## config.mk

```make
export PLATFORM = sky130hd
export DESIGN_NAME = command_parser_top
export DESIGN_NICKNAME = d
export VERILOG_FILES = /design/src/rtl/command_parser_top.sv
export SDC_FILE = /design/constraint.sdc
export NUM_CORES = 2
export LEC_CHECK = 0
export CORE_MARGIN = 2
export CORE_UTILIZATION = 64
export DETAILED_ROUTE_END_ITERATION = 6
export GPL_TIMING_DRIVEN = 1
export PLACE_DENSITY_LB_ADDON = 0.3
export SLEW_MARGIN = 20
export SYNTH_ARGS = -nofsm -noshare
export SYNTH_HDL_FRONTEND = slang
export SYNTH_SLANG_ARGS = --single-unit
```

## constraint.sdc

```tcl
create_clock -name clk -period 57 [get_ports clk]
set_input_delay 11.4 -clock clk [delete_from_list [all_inputs] [get_ports clk]]
set_output_delay 11.4 -clock clk [all_outputs]
set_load 0.05 [all_outputs]
```

## src/rtl/command_parser_top.sv

```systemverilog
// UART-attached register-access block: 8N1 receiver, transmitter and a frame parser
// servicing 6-byte write/read commands against an internal 32-bit register file.
module command_parser_top #(
  parameter int DIVISOR      = 434,
  parameter int SAMPLE_PHASE = DIVISOR / 2,
  parameter int NUM_REGS     = 32
) (
  input  logic clk,
  input  logic i_reset,
  input  logic i_rx,
  output logic o_tx
);

  localparam int CW = $clog2(DIVISOR);
  localparam int AW = (NUM_REGS > 1) ? $clog2(NUM_REGS) : 1;
  localparam logic [CW-1:0] BIT_LAST  = CW'(DIVISOR - 1);
  localparam logic [CW-1:0] SAMPLE_AT = CW'(SAMPLE_PHASE);
  localparam logic [7:0]    CMD_WRITE = 8'hAA;
  localparam logic [7:0]    CMD_READ  = 8'h00;

  typedef enum logic [1:0] {RX_IDLE, RX_START, RX_DATA, RX_STOP} rx_state_t;
  typedef enum logic [2:0] {IDLE, GET_ADDR, GET_DATA, EXEC, SEND} state_t;

  logic            rx_meta, rx_sync, rx_prev;
  rx_state_t       rx_state, rx_state_n;
  logic [CW-1:0]   rx_cnt, rx_cnt_n;
  logic [2:0]      rx_bit, rx_bit_n;
  logic [7:0]      rx_shift, rx_shift_n;
  logic            rx_valid, rx_valid_n;
  logic [7:0]      rx_byte;

  logic [8:0]      tx_shift;
  logic [CW-1:0]   tx_cnt;
  logic [3:0]      tx_bit;
  logic            tx_busy;
  logic            tx_ready;
  logic            tx_load;
  logic [7:0]      tx_data;

  state_t          state, state_n;
  logic            is_write;
  logic [7:0]      addr;
  logic [31:0]     data_buf;
  logic [1:0]      byte_cnt;
  logic [31:0]     tx_word;
  logic [31:0]     regs [NUM_REGS];
  logic            in_range;
  logic [AW-1:0]   idx;

  assign rx_byte  = rx_shift;
  assign in_range = (32'(addr) < 32'(NUM_REGS));
  assign idx      = addr[AW-1:0];
  assign tx_data  = tx_word[7:0];
  // Ready one clock early, on the last stop-bit clock, so bytes go out back-to-back.
  assign tx_ready = !tx_busy || ((tx_cnt == BIT_LAST) && (tx_bit == 4'd9));

  always_ff @(posedge clk or posedge i_reset) begin
    if (i_reset) begin
      rx_meta  <= 1'b1;
      rx_sync  <= 1'b1;
      rx_prev  <= 1'b1;
      rx_state <= RX_IDLE;
      rx_cnt   <= '0;
      rx_bit   <= 3'd0;
      rx_shift <= 8'd0;
      rx_valid <= 1'b0;
    end else begin
      rx_meta  <= i_rx;
      rx_sync  <= rx_meta;
      rx_prev  <= rx_sync;
      rx_state <= rx_state_n;
      rx_cnt   <= rx_cnt_n;
      rx_bit   <= rx_bit_n;
      rx_shift <= rx_shift_n;
      rx_valid <= rx_valid_n;
    end
  end

  always_comb begin
    rx_state_n = rx_state;
    rx_cnt_n   = rx_cnt + CW'(1);
    rx_bit_n   = rx_bit;
    rx_shift_n = rx_shift;
    rx_valid_n = 1'b0;
    case (rx_state)
      RX_IDLE: begin
        rx_cnt_n = '0;
        if (rx_prev && !rx_sync) rx_state_n = RX_START;
        else                     rx_state_n = RX_IDLE;
      end
      RX_START: begin
        if (rx_cnt == SAMPLE_AT) begin
          rx_cnt_n = '0;
          rx_bit_n = 3'd0;
          // A start bit that reads high at its sample point was only a glitch.
          if (rx_sync) rx_state_n = RX_IDLE;
          else         rx_state_n = RX_DATA;
        end else begin
          rx_state_n = RX_START;
        end
      end
      RX_DATA: begin
        if (rx_cnt == BIT_LAST) begin
          rx_cnt_n   = '0;
          rx_shift_n = {rx_sync, rx_shift[7:1]};
          if (rx_bit == 3'd7) rx_state_n = RX_STOP;
          else                rx_bit_n   = rx_bit + 3'd1;
        end else begin
          rx_state_n = RX_DATA;
        end
      end
      RX_STOP: begin
        if (rx_cnt == BIT_LAST) begin
          rx_state_n = RX_IDLE;
          rx_valid_n = rx_sync;
        end else begin
          rx_state_n = RX_STOP;
        end
      end
      default: rx_state_n = RX_IDLE;
    endcase
  end

  always_ff @(posedge clk or posedge i_reset) begin
    if (i_reset) begin
      o_tx     <= 1'b1;
      tx_shift <= 9'h1FF;
      tx_cnt   <= '0;
      tx_bit   <= 4'd0;
      tx_busy  <= 1'b0;
    end else if (tx_load) begin
      o_tx     <= 1'b0;
      tx_shift <= {1'b1, tx_data};
      tx_cnt   <= '0;
      tx_bit   <= 4'd0;
      tx_busy  <= 1'b1;
    end else if (tx_busy) begin
      if (tx_cnt == BIT_LAST) begin
        tx_cnt <= '0;
        if (tx_bit == 4'd9) begin
          tx_busy <= 1'b0;
          o_tx    <= 1'b1;
        end else begin
          o_tx     <= tx_shift[0];
          tx_shift <= {1'b1, tx_shift[8:1]};
          tx_bit   <= tx_bit + 4'd1;
        end
      end else begin
        tx_cnt <= tx_cnt + CW'(1);
      end
    end else begin
      o_tx <= 1'b1;
    end
  end

  always_ff @(posedge clk or posedge i_reset) begin
    if (i_reset) state <= IDLE;
    else         state <= state_n;
  end

  always_comb begin
    state_n = state;
    tx_load = 1'b0;
    case (state)
      IDLE: begin
        if (rx_valid && ((rx_byte == CMD_WRITE) || (rx_byte == CMD_READ))) state_n = GET_ADDR;
        else                                                               state_n = IDLE;
      end
      GET_ADDR: begin
        if (rx_valid) state_n = GET_DATA;
        else          state_n = GET_ADDR;
      end
      GET_DATA: begin
        if (rx_valid && (byte_cnt == 2'd3)) state_n = EXEC;
        else                                state_n = GET_DATA;
      end
      EXEC: begin
        if (is_write) state_n = IDLE;
        else          state_n = SEND;
      end
      SEND: begin
        if (tx_ready) begin
          tx_load = 1'b1;
          if (byte_cnt == 2'd3) state_n = IDLE;
          else                  state_n = SEND;
        end else begin
          state_n = SEND;
        end
      end
      default: state_n = IDLE;
    endcase
  end

  always_ff @(posedge clk or posedge i_reset) begin
    if (i_reset) begin
      is_write <= 1'b0;
      addr     <= 8'd0;
      data_buf <= 32'd0;
      byte_cnt <= 2'd0;
      tx_word  <= 32'd0;
      for (int i = 0; i < NUM_REGS; i++) regs[i] <= 32'd0;
    end else begin
      case (state)
        IDLE: begin
          if (rx_valid) is_write <= (rx_byte == CMD_WRITE);
        end
        GET_ADDR: begin
          if (rx_valid) begin
            addr     <= rx_byte;
            byte_cnt <= 2'd0;
          end
        end
        GET_DATA: begin
          // Shift in from the top so D0 ends up as the least significant byte.
          if (rx_valid) begin
            data_buf <= {rx_byte, data_buf[31:8]};
            byte_cnt <= byte_cnt + 2'd1;
          end
        end
        EXEC: begin
          byte_cnt <= 2'd0;
          if (in_range) begin
            if (is_write) regs[idx] <= data_buf;
            tx_word <= regs[idx];
          end else begin
            tx_word <= 32'd0;
          end
        end
        SEND: begin
          if (tx_load) begin
            tx_word  <= {8'h00, tx_word[31:8]};
            byte_cnt <= byte_cnt + 2'd1;
          end
        end
        default: ;
      endcase
    end
  end

endmodule

```

Word-level counts from Yosys, hierarchy flattened
Cells that the tools add are included.
{ "classes": {"addsub": 5, "multipliers": 0, "div": 0, "n_lt_le_gt_ge": 3, "eq_ne": 23, "shifts": 0, "muxes": 57, "bitwise_logic": 1, "reduce_logical": 26} }
{ "op_table": {"columns": ["operator", "n"], "rows": [
  ["bitwise mux 1024 bit", 1],
  ["binary-select mux 32 bit (select 5 bit)", 1],
  ["demux 32 bit (select 5 bit)", 1],
  ["2-to-1 mux 32 bit", 5],
  ["2-to-1 mux 9 bit", 9],
  ["one-hot mux 32 bit (2 select lines)", 1],
  ["one-hot mux 9 bit (3 select lines)", 1],
  ["adder 9 x 1 -> 9 bit (second input constant)", 2],
  ["== test 9 bit (second input constant)", 2],
  ["2-to-1 mux 2 bit", 9],
  ["2-to-1 mux 3 bit", 6],
  ["2-to-1 mux 4 bit", 4],
  ["one-hot mux 2 bit (4 select lines)", 2],
  ["2-to-1 mux 1 bit", 15],
  ["one-hot mux 3 bit (5 select lines)", 1],
  ["!= test 2 bit (second input constant)", 7],
  ["AND reduction 2 bit", 5],
  ["== test 9 x 8 -> 1 bit (second input constant)", 1],
  ["== test 8 bit (second input constant)", 1],
  ["logical NOT 8 bit", 1],
  ["< comparator 8 x 6 -> 1 bit (second input constant)", 1],
  ["AND reduction 4 bit", 2],
  ["nonzero test 2 bit", 4],
  ["== test 2 bit (second input constant)", 3],
  ["21 further kinds", 30]
]} }
{ "word_totals": {"regBits": 1152, "latchBits": 0, "ramBits": 0, "rom_bits": 0, "output_inout_bits": 1, "elab_cells": 166, "n_memories": 0} }

Logic depth before layout (Yosys ltp)
{ "logic_depth": {"depth_word": 7, "mapped_depth": 9, "ltp_nobuf": 7} }

Least setup slack after synthesis
No wires, ideal clock.
{ "synth_path": {"path_type": "register -> output", "startpoint": "register o_tx", "endpoint": "output port o_tx", "arrival_time_ps": 664, "required_ps": 45600, "setup_slack_ps": 44936, "stages_incl_launch_ff": 1, "path_buffers": 0, "path_cell_list": "dfstp_2"} }
{ "synth_rtl": {"columns": ["element", "line_no", "text"], "rows": [
  ["start, declared", "11", "output logic o_tx"],
  ["start signal, assigned", "144", "o_tx <= tx_shift[0];"]
]} }
No word-level cell between the ends.

==> run_results.csv <==
group,metric,value,unit
power_and_ir_drop,p_switching,0.0003441,W
detailed_routing,first_iter_violations,3456,
grt,grt_pass1_vias,34420,
synthesis,syn_nets,3772,
timing,hold_viol,0,
power_and_ir_drop,total_power,0.001657,W
placed_design,dp_hpwl,81.95,mm
setup_path,start_kind,"input pin",
floorplan,core,0.08016,mm^2
placed_design,place.gp.congestion,0.8515,
power_and_ir_drop,power_frac_seq,49.6,%
detailed_routing,dr_wl_met2,66.13,mm
grt,grt_use_total,35.59,%
setup_path,crit_slowest_cell,"buf_4",
synthesis,synth_edf_count,0,
setup_path,cpMostUsedCell,"buf_4",
job,maxCapViolations,0,
detailed_routing,num_vias,33140,
grt,grt_pass1_wl,218.0,mm
timing,rsz0062_at_grt,"no",
setup_path,regToRegSetupSlack,52.19,ns
detailed_routing,totalWireLength,145.8,mm
setup_path,criticalPathCategory,"in2async",
clock_network,clk_pin_slew,0.06,ns
floorplan,die_h,288.0,um
detailed_routing,drc,0,
floorplan,num_rows,104,
timing,maxSlewViolCount,0,
synthesis,yosys.cell_types.count,56,
detailed_routing,drtAntennaViolNets,0,
final_layout,area_growth,9.767,%
clock_network,worstSkewPairLatency,0.70,ns
clock_network,cts_buffers,114,
hold_path,worstHoldPathType,"reg2reg",
run_status,status,"completed",
clock_network,post-cts-setup-buffers,0,
detailed_routing,dr.max_layer_used,"met5",
power_and_ir_drop,power.density,29.25,mW/mm^2
final_layout,drive_above_1_share,37.98,%
clock_network,ctsHoldBuffers,0,
timing,setup_viol,0,
clock_network,htreeDepth,3,
setup_path,critical_path_arrival,15.12,ns
power_and_ir_drop,combPwrFrac,1.3,%
timing,skew,0.02687,ns
synthesis,synth_ff_type,"dfrtp_1",
setup_path,worstPathRequired,57.58,ns
floorplan,die_w,288.0,um
clock_network,cts_tree,"built",
detailed_routing,avgViaCountPerCell,6.936,
power_and_ir_drop,internal_power,0.001313,W
floorplan,dieArea,0.08295,mm^2
setup_path,crit_path_cell_trace,"clkdlybuf4s50_1 -> inv_8 -> buf_4 -> buf_4 -> buf_4",
power_and_ir_drop,leakagePower,25.70,nW
synthesis,ys_ff_latch,1151,
detailed_routing,wl_per_cell,30.52,um
clock_network,ctsResizeCount,0,
detailed_routing,met3_length,14.71,mm
power_and_ir_drop,ir_worst_vdd,29.03,uV
synthesis,synth_cells,3760,
placed_design,io_buffer_count,3,
final_layout,nets,3630,
clock_network,clock-sinks,1151,
clock_network,root_buffer,"clkbuf_16",
synthesis,synthArstFlopShare,100.0,%
floorplan,io_pins,4,
synthesis,yosysSeqAreaShare,55.82,%
setup_path,critPathMaxStageDelay,0.84,ns
setup_path,cp_max_fo,128,
grt,grt_max_degree,129,
grt,antenna_found_initial,2,
floorplan,initial_core_util,64.41,%
timing,finalSetupTns,0,ns
power_and_ir_drop,swShare,20.76,%
timing,finalCritPeriodShare,25.51,%
timing,hold_ws,0.3552,ns
grt,grt-ovfl-total,0,
setup_path,end_kind,"asynchronous set/reset pin",
timing,max-slew-margin-rel,19.58,%
final_layout,utilization,70.70,%
detailed_routing,wl_met1,58.10,mm
power_and_ir_drop,clkPwrFrac,49.1,%
detailed_routing,drtPass1Iterations,5,
timing,worstMarginPinSlew,1.204,ns
clock_network,clk_path_buf_depth,3,
synthesis,synth.avg_cell_area,13.73,um^2
timing,clock.fmax,68.76,MHz
synthesis,yosys_warnings,0,
synthesis,syn_area,0.05163,mm^2
timing,fin_crit,14.54,ns
power groups by stage:
stage	sequential [W]	combinational (W)	clock, W
finish	0.000821	0.0000218	0.000814
detailed placement	0.000836	0.0000221	0
floorplan	0.000837	0.0000156	0
global placement	0.000836	0.0000202	0
CTS	0.000821	0.0000224	0.000820
global route	0.000821	0.0000255	0.000854
worst max-delay path: cells and delay by family:
family,cells,cell delay (ns)
buffers and inverters,5,3.55
cells by family after synthesis:
| logic type | count (synthesis) | synth area share (%) |
|---|---|---|
| compound gates | 340 | 4.329 |
| xor+xnor | 13 | 0.2205 |
| fa+ha+maj | 9 | 0.2181 |
| buf+inv | 353 | 2.867 |
| flops | 1151 | 55.82 |
| mux | 1592 | 33.47 |
| simple gates | 302 | 3.073 |
registers in the layout (all words and copies together), names as in the netlist, 2 cells and up:
name      cells
tx_bit        4
regs       1024
tx_shift      8
tx_cnt        9
addr          8
rx_byte       8
state         3
tx_word      32
rx_cnt        9
byte_cnt      2
data_buf     32
rx_bit        3
rx_state      2
cell type report:
type	instances	area (um^2)
Clock buffer	160	3388
Timing Repair Buffer	86	695.7
Clock inverter	53	749.5
Fill cell	5218	23490
Sequential cell	1151	28830
Tap cell	1060	1326
Multi-Input combinational cell	2256	21630
Inverter	9	41.29
Antenna cell	3	7.507
routing by layer:
layer / track usage [%] / vias up
li1: - / 13450
met1: 48.82 / 17540
met2: 53.85 / 1698
met3: 9.025 / 443
met4: 16.32 / 2
met5: 0 / -
cell usage after synthesis, drive strengths merged, types with 2 or more instances:
library cell	number	area (um^2)
xnor2	5	43.79
nor3	2	10.01
buf	127	631.9
a21oi	8	40.04
nor3b	2	15.01
a221o	24	240.2
o21a	3	22.52
a22o	8	70.07
nand2b	5	31.28
or4b	6	60.06
and3b	2	17.52
or2	2	12.52
o211ai	3	22.52
nand3b	6	45.04
mux2i	517	5175
xor2	8	70.07
or3	3	18.77
nand4	8	50.05
o21ai	22	110.1
and3	4	25.02
ha	9	112.6
nand4b	6	52.55
or4	3	22.52
o31ai	4	40.03
nand2	87	326.6
clkbuf	217	814.5
inv	9	33.78
nand3	13	65.06
nor2	73	274.0
nor2b	5	31.28
a31oi	2	12.51
dfrtp	1139	28500
nor4	65	421.7
dfstp	12	315.3
mux2	1075	12110
nand4bb	6	67.56
o22ai	260	1627
final timing paths:
check	start	to	cells after the start
setup / recovery	i_reset	addr[0]$_DFFE_PP0P_	5
hold / removal	rx_meta$_DFF_PP1_	rx_sync$_DFF_PP1_	0
setup reg to reg	addr[0]$_DFFE_PP0P_	tx_word[22]$_DFFE_PP0P_	8
hold reg to reg	rx_meta$_DFF_PP1_	rx_sync$_DFF_PP1_	0
max in group clk	o_tx$_DFFE_PP1P_	o_tx	1
min in group asynchronous	i_reset	regs[707]$_DFFE_PP0P_	2
stage by stage:
step / worst slack, ns / instances / instance area (um^2)
after detailed placement: 41.39 / 4561 / 52470
final: 42.46 / 4778 / 56670
after CTS: 42.14 / 4774 / 56610
after global placement: 41.59 / 4559 / 52450
after global routing: 41.84 / 4775 / 56660
after floorplan: 13.20 / 3760 / 51630
layout by cell type, fill, tap and decap left out, types with 27 or more instances in the layout:
cell type	synthesis	layout
dfrtp_1	1139	1132
mux2_2	1058	1058
mux2i_1	517	517
o22ai_1	260	260
clkbuf_16	0	116
nand2_1	87	87
buf_4	1	75
nor4_1	64	64
nor2_1	73	49
clkbuf_8	0	32
clkinv_2	0	27
(Power assumes the default switching activity.)
